===== src/rtl/priority_encoder_queue_if.sv =====
// Request/grant bundle for priority_encoder_queue.
// slave  : the encoder side (receives requests, presents grants).
// master : the request source / consumer side.
interface priority_encoder_queue_if #(
    parameter int N = 4
);
    // Index width is derived from N.
    localparam int W = $clog2(N);

    logic [N-1:0] req;
    logic         flush;
    logic         out_ready;
    logic         out_valid;
    logic [W-1:0] out_index;
    logic [N-1:0] pending;
    logic         dup;

    modport slave (
        input  req,
        input  flush,
        input  out_ready,
        output out_valid,
        output out_index,
        output pending,
        output dup
    );

    modport master (
        output req,
        output flush,
        output out_ready,
        input  out_valid,
        input  out_index,
        input  pending,
        input  dup
    );
endinterface


===== src/rtl/priority_encoder_queue.sv =====
// Registered priority encoder with sticky pending register and a
// valid/ready grant output. One grant per cycle while the consumer accepts.
// Optional feature macro: PRIORITY_ENCODER_QUEUE_RR_EN selects round-robin
// priority (search downward from the last granted index, with wrap);
// when undefined the highest pending index always wins.
module priority_encoder_queue #(
    parameter int N = 4
) (
    input  logic                      clk,
    input  logic                      reset,
    priority_encoder_queue_if.slave   bus
);
    localparam int W = $clog2(N);

    typedef enum logic {
        IDLE,
        HOLD
    } state_t;

    state_t       state_q;
    logic [N-1:0] pending_q;
    logic [W-1:0] index_q;
    logic         valid_q;
    logic         dup_q;

    logic [W-1:0] win_idx;
    logic         win_found;
    logic         grant;
    logic [N-1:0] grant_mask;

`ifdef PRIORITY_ENCODER_QUEUE_RR_EN
    logic [W-1:0] ptr_q;
    int unsigned  cand;
    logic [W-1:0] cand_w;

    // Round-robin winner: scan downward from ptr-1 with wrap; the loop runs
    // farthest-first so the nearest pending candidate overwrites the rest.
    always_comb begin
        win_idx = '0;
        cand    = 0;
        cand_w  = '0;
        for (int unsigned k = N; k >= 1; k--) begin
            cand   = (32'(ptr_q) + N - k) % N;
            cand_w = W'(cand);
            if (pending_q[cand_w]) begin
                win_idx = cand_w;
            end
        end
    end
`else
    // Fixed-priority winner: highest set index of the registered pending.
    always_comb begin
        win_idx = '0;
        for (int unsigned i = 0; i < N; i++) begin
            if (pending_q[i]) begin
                win_idx = W'(i);
            end
        end
    end
`endif

    // A grant loads when there is pending work and the output slot is free
    // (IDLE) or being freed this cycle (HOLD with out_ready).
    always_comb begin
        win_found  = |pending_q;
        grant      = win_found && ((state_q == IDLE) || bus.out_ready);
        grant_mask = grant ? (N'(1) << win_idx) : '0;
    end

    // State, pending register and registered outputs.
    always_ff @(posedge clk) begin
        if (reset) begin
            state_q   <= IDLE;
            pending_q <= '0;
            index_q   <= '0;
            valid_q   <= 1'b0;
            dup_q     <= 1'b0;
`ifdef PRIORITY_ENCODER_QUEUE_RR_EN
            ptr_q     <= W'(N - 1);
`endif
        end else if (bus.flush) begin
            state_q   <= IDLE;
            pending_q <= '0;
            valid_q   <= 1'b0;
            dup_q     <= 1'b0;
        end else begin
            // Grant clear happens first, then new requests set, so a req on
            // the granted bit survives as a fresh pending request.
            pending_q <= (pending_q & ~grant_mask) | bus.req;
            dup_q     <= |(bus.req & pending_q & ~grant_mask);
            if (grant) begin
                state_q <= HOLD;
                valid_q <= 1'b1;
                index_q <= win_idx;
`ifdef PRIORITY_ENCODER_QUEUE_RR_EN
                ptr_q   <= win_idx;
`endif
            end else if ((state_q == HOLD) && bus.out_ready) begin
                state_q <= IDLE;
                valid_q <= 1'b0;
            end
        end
    end

    assign bus.out_valid = valid_q;
    assign bus.out_index = index_q;
    assign bus.pending   = pending_q;
    assign bus.dup       = dup_q;
endmodule

===== src/flat_wrapper.sv =====
// flat-port wrapper written by rule: the top's interface ports become plain ports
module priority_encoder_queue_flat 
#(
    parameter int N = 4
)
  (clk, reset, bus_req, bus_flush, bus_out_ready, bus_out_valid, bus_out_index, bus_pending, bus_dup);
  priority_encoder_queue_if #(.N(N)) bus_i ();
  input  logic clk;
  input  logic reset;
  input wire logic [$bits(bus_i.req)-1:0] bus_req;
  input wire logic [$bits(bus_i.flush)-1:0] bus_flush;
  input wire logic [$bits(bus_i.out_ready)-1:0] bus_out_ready;
  output wire logic [$bits(bus_i.out_valid)-1:0] bus_out_valid;
  output wire logic [$bits(bus_i.out_index)-1:0] bus_out_index;
  output wire logic [$bits(bus_i.pending)-1:0] bus_pending;
  output wire logic [$bits(bus_i.dup)-1:0] bus_dup;
  assign bus_i.req = bus_req;
  assign bus_i.flush = bus_flush;
  assign bus_i.out_ready = bus_out_ready;
  assign bus_out_valid = bus_i.out_valid;
  assign bus_out_index = bus_i.out_index;
  assign bus_pending = bus_i.pending;
  assign bus_dup = bus_i.dup;
  priority_encoder_queue #(.N(N)) u_core (.clk(clk), .reset(reset), .bus(bus_i));
endmodule

===== config.mk =====
export PLATFORM = sky130hd
export DESIGN_NAME = priority_encoder_queue_flat
export DESIGN_NICKNAME = d
export VERILOG_FILES = /design/src/rtl/priority_encoder_queue_if.sv /design/src/rtl/priority_encoder_queue.sv /design/src/flat_wrapper.sv
export SDC_FILE = /design/constraint.sdc
export NUM_CORES = 1
export LEC_CHECK = 0
export CORE_AREA = 5 5 42 44
export DETAILED_ROUTE_END_ITERATION = 7
export DIE_AREA = 0 0 47 49
export HOLD_SLACK_MARGIN = 0.15
export SLEW_MARGIN = 0
export SYNTH_ARGS = -nofsm -noshare
export SYNTH_HDL_FRONTEND = slang
export SYNTH_SLANG_ARGS = --single-unit

===== constraint.sdc =====
create_clock -name clk -period 1.5 [get_ports clk]
set_input_delay 0.15 -clock clk [delete_from_list [all_inputs] [get_ports clk]]
set_output_delay 0.15 -clock clk [all_outputs]
set_load 0.05 [all_outputs]

==> results of run 1 <==
-- per-layer routing --
metal | vias to the layer above | global-route usage (%) | wire [um]
met1 | 162 | 10.2 | 387
met4 | 0 | 4.15 | 0
met2 | 12 | 11.5 | 425
li1 | 190 | - | -
met5 | - | 0 | 0
met3 | 0 | 7.01 | 99
-- cell type report --
cell class | instances | area (um2)
Multi-Input combinational cell | 28 | 194
Tap cell | 16 | 20.0
Timing Repair Buffer | 15 | 168
Sequential cell | 8 | 160
Fill cell | 153 | 818
Clock buffer | 3 | 22.5
Inverter | 5 | 18.8
-- layout by cell type, fill, tap and decap left out --
| cell | count |
|---|---|
| clkdlybuf4s50_1 | 7 |
| o311ai_0 | 1 |
| buf_12 | 3 |
| nor2b_4 | 1 |
| nor2_2 | 1 |
| nor3_1 | 1 |
| or3_1 | 1 |
| o31a_1 | 1 |
| o21ai_0 | 1 |
| nor2b_1 | 1 |
| a31oi_1 | 1 |
| nor4_2 | 1 |
| clkbuf_4 | 3 |
| a21oi_1 | 6 |
| a32oi_1 | 1 |
| or2_2 | 1 |
| dfxtp_1 | 8 |
| o311ai_1 | 1 |
| buf_4 | 5 |
| nor2_1 | 3 |
| a22o_1 | 1 |
| a211oi_2 | 1 |
| inv_1 | 5 |
| o31ai_1 | 3 |
| or2_1 | 1 |
-- where the power goes --
group	internal (uW)	switching, uW
registers	223	15.1
logic	57.3	66.4
clock network	91.8	77.1
total	372	159
-- final timing paths --
path                                              start  cells past startpoint                 endpoint
worst min-delay path            u_core.bus.out_index[1]                      2  u_core.bus.out_index[1]
worst min register to register  u_core.bus.out_index[1]                      2  u_core.bus.out_index[1]
worst max register to register    u_core.bus.pending[3]                      3  u_core.bus.out_index[0]
worst max-delay path              u_core.bus.pending[3]                      3  u_core.bus.out_index[0]
-- registers in the layout, summed over array words and instances (netlist names) --
| signal | flops |
|---|---|
| u_core.bus.dup | 1 |
| u_core.bus.out_index | 2 |
| u_core.bus.out_valid | 1 |
| u_core.bus.pending | 4 |
-- worst max-delay path: cells and delay by family (launching register included) --
kind / cells / cell delay, ns
AOI/OAI and AO/OA: 2 / 0.44
DFF: 1 / 0.60
and+or+nand+nor: 1 / 0.12
-- through the flow --
step	area (um2)	utilization (%)	std cells	hold WS, ns	power (uW)
finish	583	41.6	75	0.472	531
global route	583	41.6	75	0.486	554
CTS	583	41.6	75	0.464	538
detailed placement	561	40.0	72	0.463	367
global placement	561	40.0	72	0.455	366
floorplan	404	-	45	0.215	316
-- cell families (layout without fill, tap and decap cells) --
kind of cell           after synthesis  count (layout)  share of synthesized area [%]
AO/OA/AOI/OAI                       17              17                           29.7
flip-flops                           8               8                           39.6
AND/OR/NAND/NOR                     11              11                           18.3
buffers and inverters                9              23                           12.4
==> key figures, run 1 <==
Run
  – Max cap viols: 0

Floorplan
  – Die Y: 49 um
  – Die area: 2300 um2
  – Rows: 14
  – Ports: 16
  – Core box area: 1400 um2
  – Initial Util: 28.8%
  – Die span in x: 47 um

Global route
  – Gr ovfl total: 0
  – Antenna violations before repair: 0
  – Largest net degree at the start of global routing: 13
  – Gr usage total: 8.82%
  – Vias in the first global route: 327
  – Global-route wire length before repair: 1.39 mm

STA
  – Final Hold Vio Count: 0
  – RSZ-0062 raised after global routing: false
  – Worst setup margin: 0.250 ns
  – Slew Viols, Final: 0
  – # setup viols final: 0
  – Min Tclk post-route: 1.25 ns
  – Worst clock skew: 0.00257 ns
  – Worst Tran Pin Value: 0.462 ns
  – Setup TNS: 0 ns
  – Slew HR: 69.2%
  – Final period util: 83.3%
  – FMAX: 800 MHz

Yosys
  – Synth warnings: 0
  – Most frequent cells after synthesis: 8 x dfxtp_1, 6 x a21oi_1, 5 x inv_1
  – EDFF count, synth: 0
  – Sequential cell area fraction in the yosys report: 39.6%
  – Avg Cell Area, Syn: 8.98 um2
  – Async set or reset register ratio after synthesis: 0%
  – Distinct cells, synth: 24
  – Mapped cell area: 404 um2
  – Gate count of the mapped netlist: 45
  – Post-synth top area cell: dfxtp_1
  – Yosys top cell area share: 39.6%
  – Most common cell in the netlist: dfxtp_1
  – Primary FF master, synth: dfxtp_1
  – Synthesized Nets: 53
  – Synth Register Bits: 8
  – Top post-synthesis cells by area: dfxtp_1 40%, a21oi_1 7.4%, buf_6 5.6%, o31ai_1 5.6%, inv_1 4.6%

Setup path
  – WP data required: 1.68 ns
  – Signal arrival time at the worst endpoint: 1.43 ns
  – Worst-path cell chain: nor4_2 -> o31a_1 -> a211oi_2
  – Startpoint Class: flip-flop
  – CP peak stage delay: 0.60 ns
  – Crit Path Category: flip-flop to flip-flop
  – Worst Setup End Kind: flip-flop
  – Reg2Reg Setup Slack: 0.25 ns
  – Slowest CP cell: dfxtp_1
  – CP Max Fanout: 12

Clock network
  – Max H-tree Level: 1
  – Clk slew on worst S/H paths: 0.06 ns
  – Post-CTS sizing: 0
  – Setup Buffers After CTS: 0
  – CTS buffer count: 3
  – # hold bufs at CTS: 0
  – Clock sinks: 8
  – Clock insertion delay at the later pin of the skew report: 0.26 ns
  – Root Buffer: clkbuf_4
  – Max clock buf depth: 2
  – CTS tree: built

Cells and area
  – N_diodes: 0
  – Share of cells above drive strength 1: 27.1%
  – Final #Nets: 69
  – Synthesis-to-layout area growth: 44.3%

Route
  – Routed vias/inst: 4.85
  – Iteration-0 DRC Markers: 8
  – Final antenna-violating net count: 0
  – Per-cell routed wire length: 12.1 um
  – Post-Route WL: 911 um
  – DRC errors left: 0
  – Vias: 364
  – 1st-pass router iterations: 3

Placement
  – Worst slack at placement: 0.215 ns
  – GPL Wtd Cong: 0.758
  – Dpl hpwl: 645 um
  – IO buf count: 15

Power and ir drop
  – PwrDens: 910 nW/um2
  – Maximum VDD drop: 0.479 mV
  – Leak: 0.000232 uW

Min path
  – Hold WC Path Type: flip-flop to flip-flop

Status
  – Status: finished, final reports clean
Note: power is estimated with default switching activity, not from simulation.
==> inputs of run 2 (changes only) <==
Clock period 1.5 ns to 1.1 ns, I/O delays scaled along.
==> key figures, run 2 (synthesized netlist as in run 1, its figures left out) <==
Min path
  – Hold WC Path Type: input port to flip-flop

Clock network
  – Post-CTS sizing: 0
  – Max clock buf depth: 2
  – CTS buffer count: 3
  – Root Buffer: clkbuf_4
  – Clock insertion delay at the later pin of the skew report: 0.26 ns
  – CTS tree: built
  – Clock sinks: 8
  – # hold bufs at CTS: 0
  – Setup Buffers After CTS: 0
  – Max H-tree Level: 1
  – Clk slew on worst S/H paths: 0.06 ns

Cells and area
  – Share of cells above drive strength 1: 41.8%
  – Commonest non-fill, non-tap cell in the layout: buf_12
  – N_diodes: 0
  – Core Util, Final: 51.3%
  – Synthesis-to-layout area growth: 78.0%
  – Commonest cells after routing, fill and taps aside: 8 x buf_12, 7 x clkdlybuf4s50_1, 6 x a21oi_1, 6 x buf_4, 5 x inv_1
  – Fin area: 719 um2
  – Number of fill cells: 133
  – Max FFs per register: 4
  – Final #Nets: 76

STA
  – Slew Viols, Final: 0
  – Setup TNS: 0 ns
  – Min Tclk post-route: 1.08 ns
  – Slew HR: 79.0%
  – WHS: 0.421 ns
  – Worst setup margin: 0.0196 ns
  – RSZ-0062 raised after global routing: true
  – Final Hold Vio Count: 0
  – Final period util: 98.2%
  – Worst clock skew: 0.000902 ns
  – # setup viols final: 0
  – Worst Tran Pin Value: 0.313 ns
  – FMAX: 926 MHz

Setup path
  – Worst-path cell chain: or2_1 -> o311ai_1 -> a31oi_1
  – Startpoint Class: flip-flop
  – Crit Path Category: flip-flop to flip-flop
  – CP Max Fanout: 9
  – Worst Setup End Kind: flip-flop
  – WP data required: 1.23 ns
  – Slowest CP cell: dfxtp_4
  – CP peak stage delay: 0.37 ns
  – Signal arrival time at the worst endpoint: 1.21 ns

Floorplan
  – Core box area: 1400 um2
  – Die span in x: 47 um
  – Die Y: 49 um
  – Ports: 16
  – Initial Util: 28.8%
  – Die area: 2300 um2
  – Rows: 14

Route
  – Per-cell routed wire length: 12.4 um
  – Iteration-0 DRC Markers: 1
  – 1st-pass router iterations: 4
  – Routed vias/inst: 4.96
  – Final antenna-violating net count: 0
  – DRC errors left: 0
  – Post-Route WL: 1.03 mm
  – Vias: 412

Placement
  – GPL Wtd Cong: 0.771
  – Worst slack at placement: -0.152 ns
  – Dpl hpwl: 712 um
  – IO buf count: 15
  – DP Area: 684 um2

Global route
  – Vias in the first global route: 386
  – Gr usage total: 10.1%
  – Largest net degree at the start of global routing: 13
  – Global-route wire length before repair: 1.66 mm
  – Gr ovfl total: 0
  – Antenna violations before repair: 0

Power and ir drop
  – Maximum VDD drop: 0.604 mV
  – PwrDens: 1090 nW/um2
  – Leak: 0.000285 uW

Run
  – Max cap viols: 0

Status
  – Status: finished, final reports clean
[run 2: changes by cell type in the layout (fill, tap and decap cells not counted), sizes merged]
cell	before	now
buf	8	14
clkbuf	3	4
nor2b	2	3
[run 2: report_power, final]
part           leakage [uW]  switching [uW]  internal (uW)  total (uW)
Sequential        0.0000687            21.5            300         321
Combinational      0.000201            99.1            114         213
Clock             0.0000150             111            140         250
[run 2: cell type report]
class                           count  area, um2  share of cell area (%)
Clock buffer                        4       26.3                    3.65
Inverter                            5       18.8                    2.61
Multi-Input combinational cell     29        203                    28.2
Sequential cell                     8        176                    24.5
Tap cell                           16       20.0                    2.78
Timing Repair Buffer               21        275                    38.3
[run 2: through the flow]
step                instances  power, uW
finish                     83        785
floorplan                  45        427
global placement           78        538
CTS                        82        791
detailed placement         78        539
global route               83        833
[run 2: final timing paths]
path | startpoint | to | slack (ns) | cells past startpoint
setup / recovery | u_core.bus.pending[2] | u_core.bus.dup | 0.02 | 3
setup reg to reg | u_core.bus.pending[2] | u_core.bus.dup | 0.02 | 3
hold reg to reg | u_core.bus.out_index[1] | u_core.bus.out_index[1] | 0.51 | 2
hold / removal | bus_req[1] | u_core.bus.pending[1] | 0.42 | 3
[run 2: layer usage]
layer / track usage [%] / share of wire (%) / vias up
li1: - / - / 208
met1: 13.7 / 46 / 187
met2: 13.1 / 45 / 13
met3: 3.32 / 7.0 / 4
met4: 6.91 / 2.0 / 0
met5: 0 / 0 / -
[run 2: critical path, delay by kind of cell (launching register included)]
kind / cells / cell delay [ns]
AO/OA/AOI/OAI: 2 / 0.35
flip-flops: 1 / 0.37
AND/OR/NAND/NOR: 1 / 0.23
